**src/rtl/ifetch_queue.sv**
```systemverilog
// ifetch_queue: instruction fetch stage with a small PC-tagged FIFO.
// Drives the instruction-memory address from fetch_pc, captures the
// combinationally returned instruction, queues {pc, instr} entries and
// presents the head to the decode stage with a valid/ready handshake.
// A redirect flushes the queue and restarts fetching at redirect_pc.
module ifetch_queue #(
  parameter int unsigned DEPTH    = 4,
  parameter int unsigned AW       = 8,
  parameter int unsigned IW       = 16,
  parameter logic [AW-1:0] RESET_PC = '0
) (
  input  logic                       clk,
  input  logic                       reset,
  output logic [AW-1:0]              imem_addr,
  input  logic [IW-1:0]              imem_instr,
  input  logic                       halt,
  input  logic                       redirect,
  input  logic [AW-1:0]              redirect_pc,
  output logic [IW-1:0]              ir,
  output logic [AW-1:0]              ir_pc,
  output logic                       ir_valid,
  input  logic                       ir_ready,
  output logic [$clog2(DEPTH):0]     occupancy
);

  localparam int unsigned PW = $clog2(DEPTH);
  localparam int unsigned CW = PW + 1;
  localparam logic [CW-1:0] DEPTH_C = CW'(DEPTH);

  // Architectural state
  logic [AW-1:0] fetch_pc_q, fetch_pc_d;
  logic [PW-1:0] wr_ptr_q, wr_ptr_d;
  logic [PW-1:0] rd_ptr_q, rd_ptr_d;
  logic [CW-1:0] count_q, count_d;

  // Entry storage; contents are qualified by count, so no reset is needed
  logic [AW-1:0] pc_mem_q    [DEPTH];
  logic [IW-1:0] instr_mem_q [DEPTH];

  logic push_s;
  logic pop_s;
  logic valid_s;

  assign valid_s = (count_q != {CW{1'b0}});

  // A redirect suppresses both queue operations; a full queue still
  // accepts a push when the head leaves in the same cycle.
  assign pop_s  = valid_s & ir_ready & ~redirect;
  assign push_s = ~halt & ~redirect & ((count_q < DEPTH_C) | pop_s);

  // Next-state computation for fetch PC, pointers and occupancy count
  always_comb begin
    fetch_pc_d = fetch_pc_q;
    wr_ptr_d   = wr_ptr_q;
    rd_ptr_d   = rd_ptr_q;
    count_d    = count_q;
    if (redirect) begin
      fetch_pc_d = redirect_pc;
      wr_ptr_d   = {PW{1'b0}};
      rd_ptr_d   = {PW{1'b0}};
      count_d    = {CW{1'b0}};
    end else begin
      if (push_s) begin
        wr_ptr_d   = wr_ptr_q + PW'(1);
        fetch_pc_d = fetch_pc_q + AW'(1);
      end else begin
        wr_ptr_d   = wr_ptr_q;
        fetch_pc_d = fetch_pc_q;
      end
      if (pop_s) begin
        rd_ptr_d = rd_ptr_q + PW'(1);
      end else begin
        rd_ptr_d = rd_ptr_q;
      end
      case ({push_s, pop_s})
        2'b10:   count_d = count_q + CW'(1);
        2'b01:   count_d = count_q - CW'(1);
        default: count_d = count_q;
      endcase
    end
  end

  // Control state registers with asynchronous active-low clear
  always_ff @(posedge clk or negedge reset) begin
    if (!reset) begin
      fetch_pc_q <= RESET_PC;
      wr_ptr_q   <= {PW{1'b0}};
      rd_ptr_q   <= {PW{1'b0}};
      count_q    <= {CW{1'b0}};
    end else begin
      fetch_pc_q <= fetch_pc_d;
      wr_ptr_q   <= wr_ptr_d;
      rd_ptr_q   <= rd_ptr_d;
      count_q    <= count_d;
    end
  end

  // Capture the fetched instruction and its PC into the tail entry
  always_ff @(posedge clk) begin
    if (push_s) begin
      pc_mem_q[wr_ptr_q]    <= fetch_pc_q;
      instr_mem_q[wr_ptr_q] <= imem_instr;
    end
  end

  // Head presentation is combinational so a fetch is visible one cycle later
  always_comb begin
    if (valid_s) begin
      ir    = instr_mem_q[rd_ptr_q];
      ir_pc = pc_mem_q[rd_ptr_q];
    end else begin
      ir    = {IW{1'b0}};
      ir_pc = {AW{1'b0}};
    end
  end

  assign ir_valid  = valid_s;
  assign occupancy = count_q;
  assign imem_addr = fetch_pc_q;

endmodule

```
**config.mk**
```make
export PLATFORM = sky130hd
export DESIGN_NAME = ifetch_queue
export DESIGN_NICKNAME = d
export VERILOG_FILES = /design/src/rtl/ifetch_queue.sv
export SDC_FILE = /design/constraint.sdc
export NUM_CORES = 1
export LEC_CHECK = 0
export BUFFER_PORTS_ARGS = -buffer_cell sky130_fd_sc_hd__buf_2
export CELL_PAD_IN_SITES_DETAIL_PLACEMENT = 0
export CELL_PAD_IN_SITES_GLOBAL_PLACEMENT = 1
export CORE_MARGIN = 5
export CORE_UTILIZATION = 52
export DETAILED_ROUTE_END_ITERATION = 12
export PLACE_DENSITY = 0.87
export SYNTH_ARGS = -nofsm -noshare
export SYNTH_HDL_FRONTEND = slang
export SYNTH_SLANG_ARGS = --single-unit
```
**constraint.sdc**
```tcl
create_clock -name clk -period 5.2 [get_ports clk]
set_input_delay 0.52 -clock clk [delete_from_list [all_inputs] [get_ports clk]]
set_output_delay 0.52 -clock clk [all_outputs]
set_load 0.02 [all_outputs]
```
# Word level (Yosys, flattened, before mapping)
# Memories as Yosys holds them, arrays and structs flattened.
# Cells that the tools add are included.
[totals]
ff_bits = 15
mem_bits_rw = 96
output_inout_bits = 36
elab_cells = 37
n_memories = 2
[op_classes]
add_sub_neg = 5
magnitude_cmp = 1
eq_ne = 2
n_mux = 12
bitwise = 7
n_reduce_logical = 4
[mem_list]
columns = ["name", "words", "word_bits", "read_ports", "rd_ports_with_merged_regs", "write_ports", "line_no", "text"]
rows = [
  ["instr_mem_q", 4, 16, 1, 0, 1, "38", "logic [IW-1:0] instr_mem_q [DEPTH];"],
  ["pc_mem_q", 4, 8, 1, 0, 1, "37", "logic [AW-1:0] pc_mem_q [DEPTH];"],
]
[op_table]
columns = ["operator", "n"]
rows = [
  ["8-bit two-way mux", 3],
  ["16-bit two-way mux", 1],
  ["8-bit by 1-bit adder with 8-bit output, second input constant", 1],
  ["2-bit two-way mux", 4],
  ["3-bit case mux with 2 select lines", 1],
  ["3-bit nonzero test", 2],
  ["2-bit by 1-bit adder with 2-bit output, second input constant", 2],
  ["1-bit AND", 4],
  ["2-bit nonzero test", 2],
  ["3-bit by 1-bit adder with 3-bit output, second input constant", 1],
  ["3-bit < comparator, second input constant", 1],
  ["3-bit two-way mux", 1],
  ["3-bit by 1-bit subtractor with 3-bit output, second input constant", 1],
  ["2-bit by 1-bit == test with 1-bit output, second input constant", 1],
  ["2-bit == test, second input constant", 1],
  ["1-bit two-way mux", 2],
  ["1-bit inverter", 2],
  ["1-bit bitwise OR", 1],
]

# Depth between registers and ports, before layout
# Gate-level depths: netlist of run 1.
[logic_depth]
depth_word = 8
mapped_depth = 9
ltp_nobuf = 7

# Worst setup path before layout of run 1
# Ideal clock, no wire load.
[synth_timing]
kind = "flip-flop to flip-flop"
startpoint = "register count_q[2] (netlist: occupancy[2])"
endpoint = "register count_q[1] (netlist: occupancy[1])"
setup_ns = 0.101
arrival_time_ns = 2.165
required_ns = 5.099
setup_slack_ns = 2.935
path_stages_with_launch = 10
period_less_slack_ns = 2.265
path_cell_list = "dfrtp_1 -> buf_6 -> or3_1 -> buf_2 -> nor3b_1 -> fa_1 -> nor3_1 -> a21oi_1 -> nor2_1 -> nor4_1"
[synth_between]
elab_chain_cells = 8
[synth_rtl]
columns = ["item", "line_no", "text"]
rows = [
  ["start, declared", "34", "logic [CW-1:0] count_q, count_d;"],
  ["start signal, assigned", "89", "count_q <= {CW{1'b0}};"],
  ["start signal, assigned", "94", "count_q <= count_d;"],
  ["3-bit nonzero test", "44", "assign valid_s = (count_q != {CW{1'b0}});"],
  ["1-bit AND (2 in series)", "48", "assign pop_s = valid_s & ir_ready & ~redirect;"],
  ["1-bit bitwise OR", "49", "assign push_s = ~halt & ~redirect & ((count_q < DEPTH_C) | pop_s);"],
  ["1-bit AND", "49", ""],
  ["2-bit by 1-bit == test with 1-bit output or 2-bit == test (tied branches)", "75", "case ({push_s, pop_s})"],
  ["3-bit case mux with 2 select lines", "75", ""],
  ["3-bit two-way mux", "57", "if (redirect) begin"],
]
# Several ways; a longest one is shown, not always the timed one.
# A chain may end at the register's enable or synchronous reset.

# Final worst setup path of run 1
[layout_timing]
startpoint = "register rd_ptr_q[0]"
endpoint = "output ir_pc[1]"
[layout_between]
elab_chain_cells = 2
[layout_rtl]
columns = ["item", "line_no", "text"]
rows = [
  ["start, declared", "33", "logic [PW-1:0] rd_ptr_q, rd_ptr_d;"],
  ["start signal, assigned", "88", "rd_ptr_q <= {PW{1'b0}};"],
  ["start signal, assigned", "93", "rd_ptr_q <= rd_ptr_d;"],
  ["memory read 4 x 8 bit", "-", ""],
  ["8-bit two-way mux", "108", "if (valid_s) begin"],
  ["end, declared", "20", "output logic [AW-1:0] ir_pc,"],
]
# Every way passes these cells.

==> results.txt, run 1 <==
* IR drop worst, VDD: between 0.15 and 0.2 mV
* NumNets Final: 361
* Crit-path max FO: 26
- Average vias per placed instance: around 5.5
- Average wire per standard cell: about 18 um
- For this configuration, the core starts out at a cell density of 53.4%.
- Counting every sink on the clock net gives ~110.
* Portion of synthesized cell area occupied by the leading cell type: 61.6%
* Crit path required time: 4680 ps
- After clock tree synthesis, the clock-pin slew on the worst setup and hold paths is 110 ps.
- Leaving out filler cells and counting taps, the final layout contains 439.
- The setup path with the least slack is of type register to primary output.
- Final period utilization: 53.3%
- Buffer count from post-CTS setup fixing: 0
- Total CTS buffers: 9
- Arrival time at the worst endpoint: 2250 ps
- TritonCTS clock tree: yes
* Slew Limit Headroom: 22.8%
- For this run, the share of the core covered by cells in the final layout is around 60%.
- The number of antenna diodes in the final layout is 0.
- Detailed placement ended at an HPWL of between 5 and 6 mm.
* Placed Cells: 423
* Detailed-route DRC error count: 0
- For this design the static power due to leakage is 0.00187 uW.
* Share of synthesized registers carrying an async set or reset: 13.5%
* Die Span Y: 105 um
- Worst-Skew Late Latency: 360 ps
* Ys flop type: edfxtp_1
- Most common cell in the synthesized netlist: edfxtp_1
- The first global-routing pass estimated ~13 mm of wire.
- Count of distinct cell types in the synthesized netlist: 36
* Setup TNS: 0 ps
- Each instance of the synthesized netlist takes up on average 17.8 um^2.
- The die is between 100 and 150 um wide.
* Power density cells: 357 nW/um^2
* Number of cells upsized or downsized after cts: 0
- The clock tree synthesis step divided the H-tree into 3 levels.
- Maximum number of pins on one net before global-route repair: 29
- Maximum buffer depth of the clock tree: 2
- After detailed routing, no signal wire sits above met4.
- The cell area that synthesis handed to floorplanning was 4680 um^2.
- In this run, synthesis inferred 96 flip-flops with an integrated enable.
- Total area of sequential cells: approximately 3300 um^2
* Global-route usage over all layers: between 10% and 20%
- The via count of the first global-routing pass was 2469.
- Sum of routed wire length over all layers: 7.97 mm
* Actual slew at the worst max-slew pin: 1160 ps
- Sequential fraction of the synthesis area: 69.6%
- Setup repair after global routing missed its margin: false
- Critical path endpoint category: primary output
* Synth warn: 0
* Final-report max-slew violation count: 0
- Leftover overflow at the end of global routing: 0
* Boundary pin count: between 60 and 70
- Syn-to-layout area delta: 12.3%
* Synth area leaders: edfxtp_1 62%, mux4_2 12%, dfrtp_1 8.0%
* Number of hold-repair buffers added at the cts stage: 0
- The flow ran to the end, and the final reports show no timing, DRC or antenna violations.
* Synth cell count leaders: 96 x edfxtp_1, 28 x and2_1, 24 x mux4_2, 15 x dfrtp_1, 13 x nand2_1
- Net count after synthesis: 298
- The first TritonRoute pass finished after 4 iterations.
* Final number of hold-violating endpoints: 0
- After floorplanning, the core was divided into 34 placement rows.
- In the synthesized netlist, the number of instances is 263.
- Final-report setup violation count: 0
- Detail Route Antenna Nets: 0
- Highest achievable clock rate: around 0.36 GHz
- Yosys top cell by area: edfxtp_1
- Met1 WL: around 3.4 mm
* Buffers added on ports: 64
- Sum of met3 wire segment lengths after detailed routing: 400 um
* Worst min path class: input port to asynchronous set/reset pin
- Fill cell count: ~670
- Startpoint kind of the worst setup timing path: register
- Max-capacitance violation count: 0
- The floorplan step defined a die boundary enclosing 11000 um^2.
- Number of antenna violations at the first check in global routing: 0
* Fraction of layout cells with a size suffix above 1: 34.4%
- Area of combinational cells with multiple inputs: 1290 um^2
- Gp weighted congestion: roughly 0.74
* Worst-case clock skew: 8.59 ps
- In this run, synthesis produced a sequential element count of 111.
* Number of DRC markers in iteration 0: 105
- Counting I/O delays and the setup requirement, the final critical path takes 2770 ps.
- Core Region: 8760 um^2
- Clock tree synthesis selected as its root buffer the cell clkbuf_8.
* Routed length on met2: around 4.0 mm
- Total via count after detailed routing: 2424
flip-flops by register name, indices dropped and copies added, names as in the netlist:
name,cells
wr_ptr_q,2
pc_mem_q,32
instr_mem_q,64
imem_addr,8
rd_ptr_q,2
occupancy,3
worst paths after layout:
kind	startpoint	to	slack (ps)	depth (start not counted)
setup / recovery	rd_ptr_q[0]$_DFFE_PN0P_	ir_pc[1]	2430	3
hold / removal	reset	imem_addr[5]$_DFFE_PN0P_	40	1
setup reg to reg	occupancy[2]$_DFFE_PN0P_	occupancy[1]$_DFFE_PN0P_	2510	7
hold reg to reg	wr_ptr_q[1]$_DFFE_PN0P_	wr_ptr_q[1]$_DFFE_PN0P_	610	2
max in group asynchronous	reset	rd_ptr_q[0]$_DFFE_PN0P_	4870	1
min in group clk	redirect_pc[1]	imem_addr[1]$_DFFE_PN0P_	360	3
worst max-delay path, cell delays in order, from the launching register on:
cell and delay, ps:
dfrtp_2 950, mux4_2 590, and2_1 180, buf_2 160
metrics by stage:
stage               hold slack, ps  setup slack [ps]  instance area [um^2]  power, uW
finish                        38.2              2430                  5260       1880
global route                  43.0              2220                  5260       1970
CTS                           38.4              2350                  5260       1890
detailed placement             450              2470                  5050       1380
global placement               451              2550                  5050       1370
floorplan                      224              2930                  4680       1290
report_power, final:
group,switching [uW],internal (uW)
sequential,54.2,1010
clock,294,230
combinational,156,130
total,504,1370
routing by layer:
layer	vias up	global-route usage, %
li1	1135	-
met1	1211	19.1
met2	66	25.5
met3	12	3.58
met4	0	7.03
met5	-	0
cells in the final DEF (no fill, tap or decap), types with 4 or more instances in the layout:
| master | n |
|---|---|
| edfxtp_1 | 96 |
| buf_2 | 64 |
| and2_1 | 28 |
| mux4_2 | 24 |
| dfrtp_1 | 14 |
| nand2_1 | 13 |
| nor2_1 | 9 |
| clkbuf_8 | 9 |
| xnor2_1 | 7 |
| o21ai_0 | 6 |
| ha_1 | 5 |
| nor3_1 | 4 |
| a21oi_1 | 4 |
| o21ai_1 | 4 |
| buf_4 | 4 |
logic make-up (layout without fill, tap and decap cells):
family	after synthesis	in the layout	share of synthesized area [%]
fa+ha+maj	6	6	1.76
buf+inv	19	87	2.70
mux	27	27	12.2
xor+xnor	10	10	1.87
compound gates	19	19	2.38
flops	111	111	69.6
simple gates	71	71	9.44
cell type report:
type,instances,area share (%)
inverter,3,0.214
sequential,111,62.0
timing repair buffer,68,6.67
clock buffer,9,2.36
clock inverter,7,1.55
multi-input combinational,133,24.6
tap,108,2.57
No activity file was read; power rests on OpenSTA's default activity.
==> run 2, diff against run 1 <==
CORE_UTILIZATION = 44   (was 52)
PLACE_DENSITY = 0.79   (was 0.87)
clock period = 2.41 ns   (was 5.2 ns; I/O delays follow)
==> run 2 against run 1 <==
- power is 110% higher
- first-iteration DRC count is 44% higher
- critical path depth is 1 higher
- register-to-register slack worse by 2200 ps
- clock skew is 2.3 ps higher
- sequential power is 110% higher
- global-route usage is 1.4 points lower
- count of clock-buffer cells in the layout stayed put
- sequential share of layout area is 1.7 points lower
- setup slack worse by 2200 ps
- non-clock buffer count is 11 higher
- largest power group unchanged
==> results.txt, run 2 (synthesis gave the netlist of run 1 again) <==
- Total CTS buffers: 9
* Dpl hpwl: between 5 and 6 mm
* Gp weighted congestion: 0.702
* Die Span Y: 113 um
* Maximum number of pins on one net before global-route repair: 28
- Measured against its own limit, the worst slew margin works out to 66.0%.
* Leftover overflow at the end of global routing: 0
- Power density cells: 744 nW/um^2
* Library cell used as clock root buffer: clkbuf_8
- Number of cells upsized or downsized after cts: 0
- DR pass1 iterations: 4
* Reg-to-reg slack, setup: 350 ps
- Register ranked first by flip-flop count: instr_mem_q
- Int Power: 2900 uW
* Global-route wire length before repair: roughly 14 mm
- Combinational logic is responsible for 17.6% of the overall power.
- Diode count: 0
- Fill cell count: 862
- Die Area: 12800 um^2
* Proportion of power drawn by flip-flops and latches: 55.9%
* Clock Pin Slew Worst Setup and Hold Paths: 110 ps
* Setup TNS: 0 ps
* Number of clock sinks seen by CTS: 111
- Detailed-route DRC error count: 0
- Overall power consumption after layout is estimated at 4020 uW.
- Die width: 113 um
- Number of global-route vias before repair: between 2000 and 3000
- The clock arrives with 10.9 ps of skew.
* Crit-path max FO: 21
- Portion of total power attributed to the clock network: 26.5%
- Startpoint kind of the worst setup timing path: register
- For this design the total switching power over the nets is 1120 uW.
- Worst min path class: input port to register
- For this design the static power due to leakage is ~0.0019 uW.
- The number of antenna violations at the first check in global routing came to 0.
* Total via count after detailed routing: ~2500
- After clock tree synthesis, the flow added hold-fix buffers numbering 1.
- Relative to the synthesized area, the layout overhead comes to 15.5%.
- For this configuration, the core starts out at a cell density of 45.1%.
* Max-capacitance violation count: 0
* Maximum buffer depth of the clock tree: 2
- The register with the most flip-flops in the layout has 64 of them.
- Dividing the detail-routed wire length by the instance count gives 17.5 um.
- The startpoint identified for the worst register-to-register timing path is occupancy[2]$_DFFE_PN0P_.
* Final-report setup violation count: 0
- The critical path in this run is classified as register to primary output.
- The count of nets left with antenna violations once routing finished came out at 0.
* Buffers added on ports: 64
* Arrival time at the worst endpoint: just under 2000 ps
- NumNets Final: roughly 370
- Cell depth of the worst flop-to-flop path: 7
- Of the total power, the share spent switching nets is around 28%.
- Worst Hold Depth: 3
- Wires add up to 8.38 mm.
- Origin of the worst min-delay path: redirect_pc[2]
- Static timing analysis puts the maximum clock frequency at 0.449 GHz.
* Destination of the worst hold path: imem_addr[2]$_DFFE_PN0P_
* Actual slew at the worst max-slew pin: 497 ps
* Final-report max-slew violation count: 0
- Critical path endpoint category: primary output
* IR drop worst, VDD: roughly 0.32 mV
* Number of H-tree levels: 3
* Fraction of layout cells with a size suffix above 1: 36.5%
- Boundary pin count: 65
- Run status: finished, final reports clean
- The endpoint identified for the worst register-to-register timing path is occupancy[1]$_DFFE_PN0P_.
- After floorplanning, the core was divided into 37 placement rows.
* TritonCTS clock tree: yes
- Final number of hold-violating endpoints: 0
* Most common library cell in the layout ignoring fill and taps: edfxtp_1
* Setup repair after global routing missed its margin: false
- Core Region: 10400 um^2
* Average vias per placed instance: between 5 and 6
* Crit path required time: between 2000 and 2500 ps
* Number of DRC markers in iteration 0: 151
* Most frequent cells in the layout: 96 x edfxtp_1, 64 x buf_2, 28 x and2_1, 24 x mux4_2, 14 x dfrtp_1
- Clock period minus worst slack: 2230 ps
- The final critical path takes up 92.4% of the cycle.
- Once the clock tree was built, the setup fixing pass inserted 0 buffers.
- Global-route usage over all layers: ~14%
- Worst-Skew Late Latency: 350 ps
==> run 2: layer usage <==
layer	global-route usage [%]	wire length, um	vias up
met2	23.2	4210	61
met5	0	0	-
li1	-	-	1149
met1	18.7	3670	1237
met4	4.09	93	0
met3	2.51	409	8
==> run 2: layout make-up <==
type                            instances  area [um^2]  area share, %
Multi-Input combinational cell        133         1290           24.0
Clock inverter                          7         82.6           1.53
Clock buffer                            9          124           2.29
Tap cell                              136          170           3.15
Sequential cell                       111         3260           60.3
Inverter                                3         11.3          0.208
Timing Repair Buffer                   79          460           8.52
==> run 2: critical path: stages (launching register included) <==
cell and delay [ps]:
dfrtp_2 500, buf_12 240, mux4_2 540, and2_1 180, buf_2 150
==> run 2: power groups by stage <==
stage / logic [uW] / registers (uW) / clock network [uW]
2_1_floorplan: 480 / 2300 / 0
3_3_place_gp: 710 / 2290 / 0
3_5_place_dp: 719 / 2290 / 0
4_1_cts: 722 / 2250 / 1090
5_1_grt: 776 / 2260 / 1170
6_report: 706 / 2250 / 1060
==> run 2: how the worst max path moves through the flow <==
| stage | startpoint | to |
|---|---|---|
| 2_1_floorplan | occupancy[2]$_DFFE_PN0P_ | occupancy[1]$_DFFE_PN0P_ |
| 3_3_place_gp | occupancy[2]$_DFFE_PN0P_ | occupancy[1]$_DFFE_PN0P_ |
| 3_5_place_dp | occupancy[2]$_DFFE_PN0P_ | occupancy[1]$_DFFE_PN0P_ |
| 4_1_cts | rd_ptr_q[0]$_DFFE_PN0P_ | ir_pc[2] |
| 5_1_grt | rd_ptr_q[0]$_DFFE_PN0P_ | ir_pc[2] |
| 6_report | rd_ptr_q[0]$_DFFE_PN0P_ | ir_pc[2] |
==> run 2: through the flow <==
stage / cells / area [um^2] / util [%] / worst slack (ps) / hold slack (ps)
floorplan: 263 / 4680 / - / 145 / -54.6
global placement: 461 / 5190 / 50.0 / 456 / 172
detailed placement: 461 / 5190 / 50.0 / 390 / 180
CTS: 478 / 5400 / 52.1 / 130 / 75.5
global route: 478 / 5400 / 52.1 / 82.1 / 79.3
finish: 478 / 5400 / 52.1 / 183 / 87.1
==> run 3, diff against run 2 <==
--- a/config.mk
+++ b/config.mk
@@ -11,4 +11,5 @@
 export CORE_MARGIN = 5
 export CORE_UTILIZATION = 44
+export CTS_CLUSTER_DIAMETER = 200
 export DETAILED_ROUTE_END_ITERATION = 12
 export PLACE_DENSITY = 0.79
==> constraint.sdc (replaced) <==
create_clock -name clk -period 2.41 [get_ports clk]
set_input_delay 0.1205 -clock clk [delete_from_list [all_inputs] [get_ports clk]]
set_output_delay 0.1205 -clock clk [all_outputs]
set_load 0.02 [all_outputs]
==> run 3 against run 2 <==
- fmax is 5.6% higher
- hold slack better by 95 ps
- setup slack gained 120 ps
- critical path type unchanged
- largest cell class unchanged
- largest power group unchanged
==> results.txt, run 3 (synthesis gave the netlist of run 1 again) <==
- Dividing the detail-routed via count by the number of cells gives 5.04.
- The run finished with clean final reports.
- For this run, the detailed router's first-pass iteration total came to 4.
- Worst min path class: input port to asynchronous set/reset pin
- WHS: 182 ps
- Buffers inserted to repair hold after CTS numbered 25.
* Die Area: 12800 um^2
- Reg-to-reg slack, setup: 360 ps
- Worst setup path category: register to primary output
- In this run the remaining antenna-violating nets after routing total 0.
- Syn-to-layout area delta: 19.5%
- Leftover overflow at the end of global routing: 0
- Number of H-tree levels: 3
- The register with the most flip-flops in the layout has 64 of them.
* Crit path required time: 2290 ps
- The worst-case IR drop observed on VDD is 0.290 mV.
* Library cell used as clock root buffer: clkbuf_8
- NumNets Final: 394
- Leaving out fill and tap cells, the most frequent cell in the layout is edfxtp_1.
- Die Span Y: 113 um
* Number of clock sinks seen by CTS: 111
- After clock tree synthesis, the clock-pin slew on the worst setup and hold paths is 100 ps.
- In this run, the number of DRC markers left after iteration 0 of detailed routing was 157.
* Total via count after detailed routing: ~2500
- Boundary pin count: 65
- Diode count: 0
- The number of placed instances, taps included, is 459.
- Maximum buffer depth of the clock tree: 2
- Register ranked first by flip-flop count: instr_mem_q
- In the layout the commonest cells are 96 x edfxtp_1, 64 x buf_2, 28 x and2_1, 25 x dlygate4sd3_1, 24 x mux4_2.
- Critical path endpoint category: primary output
- Post-CTS timing repair inserted 0 buffers for setup.
- Number of antenna violations at the first check in global routing: 0
- Buffers added on ports: 64
- On the final layout, the worst clock skew is 9.82 ps.
* Final-report max-slew violation count: 0
* Startpoint kind of the worst setup timing path: register
- Crit-path max FO: 21
* Final setup slack of the worst path: about 300 ps
- Of the cells placed in the final design, the portion with a size suffix greater than 1 is 33.5%.
- Die width: 113 um
- The startpoint identified for the worst register-to-register timing path is occupancy[2]$_DFFE_PN0P_.
- Worst setup slack after placement: 382 ps
- Dividing total power by cell area gives a power density of 720 nW/um^2.
* Actual slew at the worst max-slew pin: 442 ps
- The count of endpoints failing hold in the final timing report came to 0.
- The via count of the first global-routing pass is 2574.
* Sum of routed wire length over all layers: about 8.5 mm
- Final-report setup violation count: 0
- Highest achievable clock rate: 0.474 GHz
* Core Region: roughly 10000 um^2
* Final period utilization: 87.5%
- For the worst setup path, the data arrival time is 1990 ps.
- The first global-routing pass estimated 13.7 mm of wire.
* Number of standard-cell rows in the floorplan: 37
- Global-route usage over all layers: 13.9%
- In the final routed layout, each cell accounts on average for roughly 17 um.
* Clock period minus worst slack: 2110 ps
- Slew Limit Headroom: 69.8%
- The critical path starts at rd_ptr_q[0]$_DFFE_PN0P_.
- Max-capacitance violation count: 0
- Cell depth of the worst flop-to-flop path: 6
- Entering global routing, the biggest net connects 28 pins.
- Leaving out filler cells and counting taps, the final layout contains 500.
* Detailed-route DRC error count: 0
- At the later pin of the worst-skew pair, clock insertion delay measures 370 ps.
* Dpl hpwl: about 5.3 mm
- TritonCTS clock tree: yes
- Total CTS buffers: 9
- Crit Reg-Reg Endpoint: occupancy[2]$_DFFE_PN0P_
- Summed over all cells, the static leakage comes to 0.00202 uW.
- The congestion estimate from routability-driven global placement came to 0.749.
- Number of cells upsized or downsized after cts: 0
- Setup repair after global routing left no endpoint under its margin.
* Setup TNS: 0 ps
* Starting utilization of the core area: 45.1%
==> run 3: cell types whose count changed in the layout (fill, tap and decap cells not counted), sizes merged <==
cell	previous run	this run
clkbuf	9	10
dlygate4sd3	1	25
inv	4	8
clkinv	6	1
buf	78	76
==> run 3: how the worst max path moves through the flow <==
stage / end / cells past startpoint
4_1_cts: ir_pc[1] / 4
5_1_grt: ir_pc[1] / 4
2_1_floorplan: occupancy[1]$_DFFE_PN0P_ / 9
3_3_place_gp: occupancy[1]$_DFFE_PN0P_ / 7
3_5_place_dp: occupancy[1]$_DFFE_PN0P_ / 7
6_report: ir_pc[1] / 4
==> run 3: metrics by stage <==
step,utilization (%),area (um^2),total power (uW)
6_report,53.9,5590,4030
2_1_floorplan,-,4680,2780
4_1_cts,53.9,5590,4090
3_5_place_dp,49.7,5160,3020
5_1_grt,53.9,5590,4230
3_3_place_gp,49.7,5160,3000
==> run 3: metal layers <==
metal	up-vias	wire [um]	share of wire, %	global-route usage (%)
met2	61	4210	49	22.4
met1	1256	3810	45	19.1
met3	8	450	5.3	3.58
li1	1196	-	-	-
met4	0	83	0.97	3.61
met5	-	0	0	0
==> run 3: area by class of cell <==
cell class                      instances  area [um^2]
Multi-Input combinational cell        133         1290
Clock buffer                           10          128
Inverter                                3         11.3
Sequential cell                       111         3260
Tap cell                              136          170
Clock inverter                          6         57.6
Fill cell                             854         4780
Timing Repair Buffer                  101          673
==> run 3: power breakdown <==
group / leakage (uW) / total, uW / switching [uW] / internal (uW)
Combinational: 0.000860 / 735 / 403 / 332
Sequential: 0.00106 / 2250 / 67.0 / 2180
Clock: 0.0000957 / 1040 / 637 / 404
==> run 3: worst max-delay path, stage by stage, from the launching register on <==
cell and delay, ps:
dfrtp_2 500, buf_12 230, mux4_2 550, and2_1 170, buf_2 150
